$ cat config.mk
export PLATFORM = sky130hd
export DESIGN_NAME = mem_arbiter
export DESIGN_NICKNAME = d
export VERILOG_FILES = /design/src/rtl/mem_arbiter.sv
export SDC_FILE = /design/constraint.sdc
export NUM_CORES = 1
export LEC_CHECK = 0
export BUFFER_PORTS_ARGS = -buffer_cell sky130_fd_sc_hd__buf_2
export CAP_MARGIN = 0
export CORE_UTILIZATION = 47
export CTS_CLUSTER_DIAMETER = 200
export DETAILED_ROUTE_END_ITERATION = 16
export GPL_ROUTABILITY_DRIVEN = 1
export PLACE_DENSITY = 0.78
export SYNTH_ARGS = -nofsm -noshare
export SYNTH_HDL_FRONTEND = slang
export SYNTH_SLANG_ARGS = --single-unit
$ cat constraint.sdc
create_clock -name clk -period 2.4 [get_ports clk]
set_clock_uncertainty 0.2 [all_clocks]
set_input_delay 0.12 -clock clk [delete_from_list [all_inputs] [get_ports clk]]
set_output_delay 0.12 -clock clk [all_outputs]
set_load 0.03 [all_outputs]
$ cat src/rtl/mem_arbiter.sv
// Purpose : round-robin arbiter/sequencer sharing one 32x16 memory port between fetch and load/store.
// Latency : grant on the sampling edge; ack one cycle after ACCESS (1+WAIT_CYCLES cycles); back to IDLE next edge.
// Backpres: requesters hold req until ack; a losing or late request waits in place until IDLE samples it.
//
// Ports:
//   clk, proc_rst      clock and asynchronous active-low reset (shared with the memory)
//   f_req/f_addr       fetch request (read-only); f_ack/f_rdata one-cycle ack with registered data
//   d_req/d_we/d_addr/d_wdata  load/store request; d_ack/d_rdata one-cycle ack, data for loads
//   mem_*              memory port; mem_write/mem_read are active-low strobes the memory acts on at negedge
//   busy               high whenever the sequencer is not idle
//   grant_d            owner of the current/last access (1 = data, 0 = fetch)
module mem_arbiter #(
  parameter int AW          = 5,
  parameter int DW          = 16,
  parameter int WAIT_CYCLES = 0
) (
  input  logic          clk,
  input  logic          proc_rst,
  input  logic          f_req,
  input  logic [AW-1:0] f_addr,
  output logic          f_ack,
  output logic [DW-1:0] f_rdata,
  input  logic          d_req,
  input  logic          d_we,
  input  logic [AW-1:0] d_addr,
  input  logic [DW-1:0] d_wdata,
  output logic          d_ack,
  output logic [DW-1:0] d_rdata,
  output logic [AW-1:0] mem_addr,
  output logic [DW-1:0] mem_wdata,
  output logic          mem_write,
  output logic          mem_read,
  input  logic [DW-1:0] mem_rdata,
  output logic          busy,
  output logic          grant_d
);

  typedef enum logic [1:0] {IDLE, ACCESS, RESP} state_t;

  localparam logic [2:0] WAIT_INIT = 3'(WAIT_CYCLES);

  state_t        state_q, state_d;
  logic [2:0]    cnt_q, cnt_d;
  logic [AW-1:0] addr_q, addr_d;
  logic [DW-1:0] wdata_q, wdata_d;
  logic          write_q, write_d;
  logic          read_q, read_d;
  logic          owner_q, owner_d;
  logic          f_ack_q, f_ack_d;
  logic          d_ack_q, d_ack_d;
  logic [DW-1:0] f_rdata_q, f_rdata_d;
  logic [DW-1:0] d_rdata_q, d_rdata_d;
  logic          pick_data;

  always_ff @(posedge clk or negedge proc_rst) begin
    if (!proc_rst) begin
      state_q   <= IDLE;
      cnt_q     <= '0;
      addr_q    <= '0;
      wdata_q   <= '0;
      write_q   <= 1'b1;
      read_q    <= 1'b1;
      owner_q   <= 1'b1;   // data counts as last owner, so fetch wins the first tie
      f_ack_q   <= 1'b0;
      d_ack_q   <= 1'b0;
      f_rdata_q <= '0;
      d_rdata_q <= '0;
    end else begin
      state_q   <= state_d;
      cnt_q     <= cnt_d;
      addr_q    <= addr_d;
      wdata_q   <= wdata_d;
      write_q   <= write_d;
      read_q    <= read_d;
      owner_q   <= owner_d;
      f_ack_q   <= f_ack_d;
      d_ack_q   <= d_ack_d;
      f_rdata_q <= f_rdata_d;
      d_rdata_q <= d_rdata_d;
    end
  end

  always_comb begin
    state_d   = state_q;
    cnt_d     = cnt_q;
    addr_d    = addr_q;
    wdata_d   = wdata_q;
    write_d   = write_q;
    read_d    = read_q;
    owner_d   = owner_q;
    f_ack_d   = 1'b0;
    d_ack_d   = 1'b0;
    f_rdata_d = f_rdata_q;
    d_rdata_d = d_rdata_q;
    pick_data = 1'b0;

    unique case (state_q)
      IDLE: begin
        if (f_req || d_req) begin
          // On a tie, data wins only if fetch owned the previous access.
          pick_data = d_req && (!f_req || !owner_q);
          state_d   = ACCESS;
          cnt_d     = WAIT_INIT;
          owner_d   = pick_data;
          addr_d    = pick_data ? d_addr : f_addr;
          wdata_d   = pick_data ? d_wdata : '0;
          write_d   = !(pick_data && d_we);
          read_d    = pick_data && d_we;
        end
      end
      ACCESS: begin
        if (cnt_q == 3'd0) begin
          state_d = RESP;
          write_d = 1'b1;
          read_d  = 1'b1;
          // mem_rdata was refreshed at the last falling edge of ACCESS.
          if (!read_q) begin
            if (owner_q) d_rdata_d = mem_rdata;
            else         f_rdata_d = mem_rdata;
          end
          if (owner_q) d_ack_d = 1'b1;
          else         f_ack_d = 1'b1;
        end else begin
          cnt_d = cnt_q - 3'd1;
        end
      end
      RESP: begin
        state_d = IDLE;
      end
      default: begin
        state_d = IDLE;
      end
    endcase
  end

  assign f_ack     = f_ack_q;
  assign d_ack     = d_ack_q;
  assign f_rdata   = f_rdata_q;
  assign d_rdata   = d_rdata_q;
  assign mem_addr  = addr_q;
  assign mem_wdata = wdata_q;
  assign mem_write = write_q;
  assign mem_read  = read_q;
  assign busy      = (state_q != IDLE);
  assign grant_d   = owner_q;

endmodule
==> results of run 1 <==
## where the power goes
group          internal, mW  total, mW  leakage (nW)  switching (mW)
Sequential             1.58       1.86         0.762           0.282
Combinational         0.965       2.56         0.986            1.59
Clock                 0.450      0.826        0.0942           0.376
Total                  2.99       5.24          1.84            2.25
## layer usage
layer	track usage	wire length (µm)	part of all wire	vias to the layer above
li1	-	-	-	890
met1	0.2682	2349	0.39	923
met2	0.4214	3231	0.54	68
met3	0.05285	255	0.043	12
met4	0.1237	142	0.024	0
met5	0	0	0	-
## timing repair
action,CTS,global route
hold buffers,46,0
endpoints found under the hold margin,117,0
setup buffers,0,0
gates resized for setup,0,1
endpoints found under the setup margin,0,3
## synth_stat cells (all sizes together)
master / instances / area [µm²]
nand2: 4 / 17.52
nor3: 1 / 5.000
mux2: 42 / 473.0
nand4: 1 / 6.260
nand3b: 2 / 27.53
mux2i: 1 / 10.01
a22o: 16 / 140.1
o2bb2ai: 1 / 8.760
a21bo: 1 / 10.01
buf: 6 / 47.54
a21o: 1 / 7.510
and2: 1 / 6.260
nor2b: 2 / 12.51
nor2: 5 / 21.27
clkbuf: 1 / 3.750
ha: 2 / 25.02
a21boi: 1 / 7.510
a31o: 1 / 8.760
nand2b: 1 / 6.260
o21ai: 1 / 5.000
o22ai: 2 / 12.51
and4bb: 1 / 12.51
dfrtp: 60 / 1501
dfstp: 3 / 78.83
inv: 3 / 11.26
## state kept, by name, indices dropped and copies added (netlist names)
register / count
grant_d: 1
state_q: 2
mem_wdata: 16
d_rdata: 16
f_rdata: 16
mem_read: 1
mem_write: 1
mem_addr: 5
d_ack: 1
cnt_q: 3
f_ack: 1
## cells by family after synthesis
group                    share of synthesized area
AND/OR/NAND/NOR                            0.04668
AO/OA/AOI/OAI                              0.08118
flip-flops                                  0.6408
buffers and inverters                      0.02536
multiplexers                                0.1958
adder cells (fa/ha/maj)                    0.01015
## critical path, delay by kind of cell (launching register included)
family                 cells  cell delay, ns
buffers and inverters      1            0.56
muxes                      2            0.62
DFF                        1            0.63
AOI/OAI and AO/OA          1            0.20
## cell type report
cell class | count | area (µm²) | area share
tap | 67 | 83.83 | 0.02268
clock inverter | 3 | 17.52 | 0.004739
inverter | 3 | 11.26 | 0.003047
sequential | 63 | 1580 | 0.4276
timing repair buffer | 154 | 1008 | 0.2729
clock buffer | 12 | 165.2 | 0.04469
multi-input combinational | 87 | 829.5 | 0.2244
## per-stage QoR
stage / power, mW / instance area [µm²] / instances
floorplan: 3.621 / 2466 / 160
global placement: 4.249 / 3047 / 328
detailed placement: 4.329 / 3047 / 328
CTS: 5.248 / 3690 / 389
global route: 5.543 / 3696 / 389
finish: 5.243 / 3696 / 389
## worst max path at each step
stage                              start                       to  slack, ns
finish               grant_d$_DFFE_PN1P_  mem_addr[1]$_DFFE_PN0P_       0.07
detailed placement  cnt_q[0]$_DFFE_PN0P_  f_rdata[12]$_DFFE_PN0P_       0.44
CTS                  grant_d$_DFFE_PN1P_  mem_addr[1]$_DFFE_PN0P_       0.04
global placement    cnt_q[0]$_DFFE_PN0P_   f_rdata[5]$_DFFE_PN0P_       0.49
floorplan            grant_d$_DFFE_PN1P_  mem_addr[0]$_DFFE_PN0P_       0.51
global route         grant_d$_DFFE_PN1P_  mem_addr[1]$_DFFE_PN0P_       0.01
==> flow_summary.toml, run 1 <==
[worst_setup_path]
r2r-start = "grant_d$_DFFE_PN1P_"
startpoint_type = "register"
critPathKind = "reg2reg"
critPathMostFrequentCell = "mux2_2"
critPathArrivalTime_ns = 2.34
timing.rr.end = "mem_addr[1]$_DFFE_PN0P_"
path_cells = "a21bo_4 -> mux2_2 -> dlygate4sd3_1 -> mux2_2"
slowest_delay_ns = 0.63
cpMaxStageDelayCell = "dfstp_2"
worst_r2r_path_depth = 4
required_ns = 2.41
reg2reg_slack_ns = 0.07
crit_path_end_kind = "register"
path_max_fanout = 8

[grt]
grt_max_degree = 31
grt_pass1_vias = 2027
grt_pass1_wl_um = 9522
grt_overflow_total = 0
antenna_found_initial = 0
track_usage = 0.2380

[finish]
fill_cells = 326
area.growth.synth_to_final_pct = 49.87
diodes = 0
layout_common_cells = "buf_2 (105), dfrtp_1 (60), dlygate4sd3_1 (46), mux2_2 (42), a22o_1 (16)"
final_common_cell = "buf_2"
utilization = 0.7574
design.final.nets = 367
drive_gt1_frac = 0.5404

[floorplanning]
initial_core_util = 0.5054
core_mm2 = 0.004880
rows = 25
die_area_mm2 = 0.005541
io_pins = 106
die_h_um = 74.44
fp.dieW_um = 74.44

[routing]
dr.pass1.iters = 4
ant_nets = 0
totalWireLength_um = 5979
vias = 1893
vias_per_cell = 4.866
drc = 0
drtIter0Drc = 56
wl_per_cell_um = 15.37

[hold_path]
holdCritPathClass = "in2async"

[clock_tree]
cts_tree = "yes"
cts_buffers = 9
clock_latency_ns = 0.32
cts_buffer_depth = 2
cts.htree.levels = 3
clock-sinks = 63
clk_pin_slew_ns = 0.07
root_buffer = "clkbuf_8"

[timing]
finalSetupViolCount = 0
fin_hold_ws_ns = 0.008427
fmax_ghz = 0.4295
setup_ws_ns = 0.07164
finalMaxSlewViolations = 0
layout_worst_path_cycle_share = 0.9701
relSlewSlack = 0.5300
hold_viol = 0
rsz0062_at_grt = "false"
worstMarginPinSlew_ns = 0.7043
period_needed_ns = 2.328
setup-tns-final_ns = 0

[run_status]
status = "finished clean"

[power]
powerDensity_mw_per_mm2 = 1418
vdd_drop_max_mv = 0.7663
p_leak_nw = 1.842

[synthesis]
yosysUniqueCellTypes = 30
yosysSeqAreaShare = 0.6408
netlist_instances = 160
synth_seq_cells = 63
syn_area_mm2 = 0.002466
ys_warn_count = 0
syn_area_per_cell_um2 = 15.41
syn_nets = 209

[placement]
portBuffers = 105
place_congestion = 0.7494
hpwl_um = 3735
pre_cts_ws_ns = 0.4363

[flow_run]
maxCapViolations = 0
Note: power is estimated with default switching activity, not from simulation.
==> run 2, diff against run 1 <==
Settings changed: ABC_AREA set to 1, CELL_PAD_IN_SITES_DETAIL_PLACEMENT set to 1, CELL_PAD_IN_SITES_GLOBAL_PLACEMENT set to 2, CORE_UTILIZATION 47 to 27, RECOVER_POWER set to 100.
==> run 2 against run 1 <==
Net effect:
- the run now ends with capacitance limit, slew limit left
- worst hold slack got worse by 0.0037 ns
- clock-buffer cell count decreased by 2
- global-route usage decreased by 6.9 points
- clock power is 16% higher
- register-to-register slack improved by 0.22 ns
- combinational power grew 8.6%
- routed wire length grew 39%
- critical path type unchanged
- highest routed layer unchanged
==> flow_summary.toml, run 2 <==
[synthesis]
yosys_most_used_dff = "dfrtp_1"
synth_common_cells = "nand2_1 (150), dfrtp_1 (60), nand3_1 (47)"
synth.area.top_cells = "dfrtp_1 (56%), nand2_1 (21%), nand3_1 (8.7%), dfstp_2 (2.9%), inv_1 (2.4%)"
yosysSeqAreaShare = 0.5874
async_reset_ff_frac = 1.000
yosysMostFrequentCell = "nand2_1"
syn_area_mm2 = 0.002690
ys_warn_count = 0
syn_area_per_cell_um2 = 8.595
syn_nets = 362
yosys.area.top_type_share = 0.5581
synth_seq_cells = 63
yosysTopAreaCell = "dfrtp_1"
yosysUniqueCellTypes = 19
synth-edff-count = 0
netlist_instances = 313

[grt]
antenna_found_initial = 0
track_usage = 0.1686
grt_max_degree = 64
grt_pass1_wl_um = 13100
grt_overflow_total = 0
grt_pass1_vias = 2699

[clock_tree]
root_buffer = "clkbuf_8"
clock_latency_ns = 0.34
cts_tree = "yes"
clk_pin_slew_ns = 0.07
cts_buffers = 9
cts_hold_buf = 44
cts_resized = 0
cts_buffer_depth = 2
cts.htree.levels = 3
clock-sinks = 63
cts_post_setup_buffers_inserted = 0

[floorplanning]
io_pins = 106
die_area_mm2 = 0.01037
die_h_um = 101.8
rows = 36
initial_core_util = 0.2765
fp.dieW_um = 101.8
core_mm2 = 0.009729

[timing]
setup_ws_ns = 0.2903
finalMaxSlewViolations = 64
fin_hold_ws_ns = 0.004776
relSlewSlack = -0.04011
setup-tns-final_ns = 0
hold_viol = 0
worstMarginPinSlew_ns = 1.560
fmax_ghz = 0.4740
finalSetupViolCount = 0
layout_worst_path_cycle_share = 0.8790
period_needed_ns = 2.110
rsz0062_at_grt = "false"

[routing]
vias = 2612
vias_per_cell = 4.325
drc = 0
dr.pass1.iters = 6
totalWireLength_um = 8291
ant_nets = 0
wl_per_cell_um = 13.73
drtIter0Drc = 60

[worst_setup_path]
timing.rr.end = "mem_addr[2]$_DFFE_PN0P_"
crit_path_end_kind = "register"
critPathArrivalTime_ns = 2.19
worst_r2r_path_depth = 6
r2r-start = "state_q[0]$_DFFE_PN0P_"
critPathKind = "reg2reg"
reg2reg_slack_ns = 0.29
startpoint_type = "register"
path_max_fanout = 6
required_ns = 2.48

[hold_path]
holdCritPathClass = "in2reg"
hold_path_depth = 4
hold_end = "mem_write$_DFFE_PN1P_"
holdCritStartpoint = "d_req"

[finish]
design.final.nets = 515
area.growth.synth_to_final_pct = 45.21
final_common_cell = "nand2_1"
diodes = 0
utilization = 0.4015
fill_cells = 1240
drive_gt1_frac = 0.1699
layout_common_cells = "nand2_1 (150), dfrtp_1 (60), clkbuf_1 (60), nand3_1 (47), buf_2 (46)"
finalNonFillerCells = 604

[power]
p_leak_nw = 2.015
vdd_drop_max_mv = 0.4490
powerDensity_mw_per_mm2 = 1439

[placement]
hpwl_um = 5340
portBuffers = 105
place_congestion = 0.7171
place_inst = 544
pre_cts_ws_ns = 0.6177

[run_status]
status = "finished, violations left"
violations = "capacitance limit, slew limit"

[flow_run]
maxCapViolations = 1
run 2: cell types whose count changed after synthesis, moves of 2 or more:
cell	previous run	this run
nor2_4	0	2
nor2b_1	2	0
buf_2	2	6
a22o_1	16	0
nor2_2	1	3
nand3_4	0	2
inv_2	0	3
inv_1	3	17
nand3_1	0	47
o22ai_1	2	0
mux2_2	42	0
nand2_1	3	150
nor2_1	4	7
run 2: area by class of cell:
class,count,area [µm²],area share
Sequential cell,63,1580,0.4045
Multi-Input combinational cell,217,952.2,0.2438
Timing Repair Buffer,154,920.9,0.2357
Tap cell,133,166.4,0.04260
Clock buffer,10,137.6,0.03523
Inverter,21,78.83,0.02018
Clock inverter,6,70.07,0.01794
run 2: per-layer routing:
metal	GRT usage	wire, µm	vias up	part of all wire
met4	0.06264	111	0	0.013
met3	0.04036	302	12	0.036
met5	0	0	-	0
met1	0.1987	3447	1272	0.42
li1	-	-	1271	-
met2	0.2983	4429	57	0.53
run 2: cell families (layout without fill, tap and decap cells):
| group | after synthesis | in the layout | share of synthesized area |
|---|---|---|---|
| xor gates and xnor gates | 1 | 1 | 0.003256 |
| and+or+nand+nor | 213 | 213 | 0.3395 |
| adders and majority gates | 2 | 2 | 0.009301 |
| AOI/OAI and AO/OA | 1 | 1 | 0.001859 |
| DFF | 63 | 63 | 0.5874 |
| buffers and inverters | 33 | 191 | 0.05860 |
run 2: stage by stage:
step | total power, mW | cell area (µm²)
after global routing | 6.066 | 3906
final | 5.622 | 3906
after CTS | 5.830 | 4001
after global placement | 4.691 | 3353
after floorplan | 3.862 | 2690
after detailed placement | 4.762 | 3353
run 2: worst max-delay path by stage:
stage	startpoint	end	slack, ns	cells after the start
2_1_floorplan	cnt_q[0]$_DFFE_PN0P_	d_rdata[0]$_DFFE_PN0P_	0.77	8
3_3_place_gp	cnt_q[0]$_DFFE_PN0P_	d_rdata[12]$_DFFE_PN0P_	0.68	7
3_5_place_dp	cnt_q[0]$_DFFE_PN0P_	d_rdata[5]$_DFFE_PN0P_	0.62	7
4_1_cts	state_q[1]$_DFFE_PN0P_	mem_addr[2]$_DFFE_PN0P_	0.37	6
5_1_grt	proc_rst	d_rdata[12]$_DFFE_PN0P_	0.15	3
6_report	state_q[0]$_DFFE_PN0P_	mem_addr[2]$_DFFE_PN0P_	0.29	6
run 2: critical path, cell delays in order, from the launching register on:
cell and delay (ns):
dfrtp_1 0.39, inv_1 0.09, nand2_1 0.14, nor2_1 0.42
nand3_1 0.14, dlygate4sd3_1 0.59, nand2_1 0.07
run 2: where the power goes:
group	switching (mW)	leakage, nW	internal [mW]	total (mW)
clock	0.447	0.0947	0.510	0.957
combinational	2.10	1.14	0.684	2.78
sequential	0.308	0.779	1.58	1.89
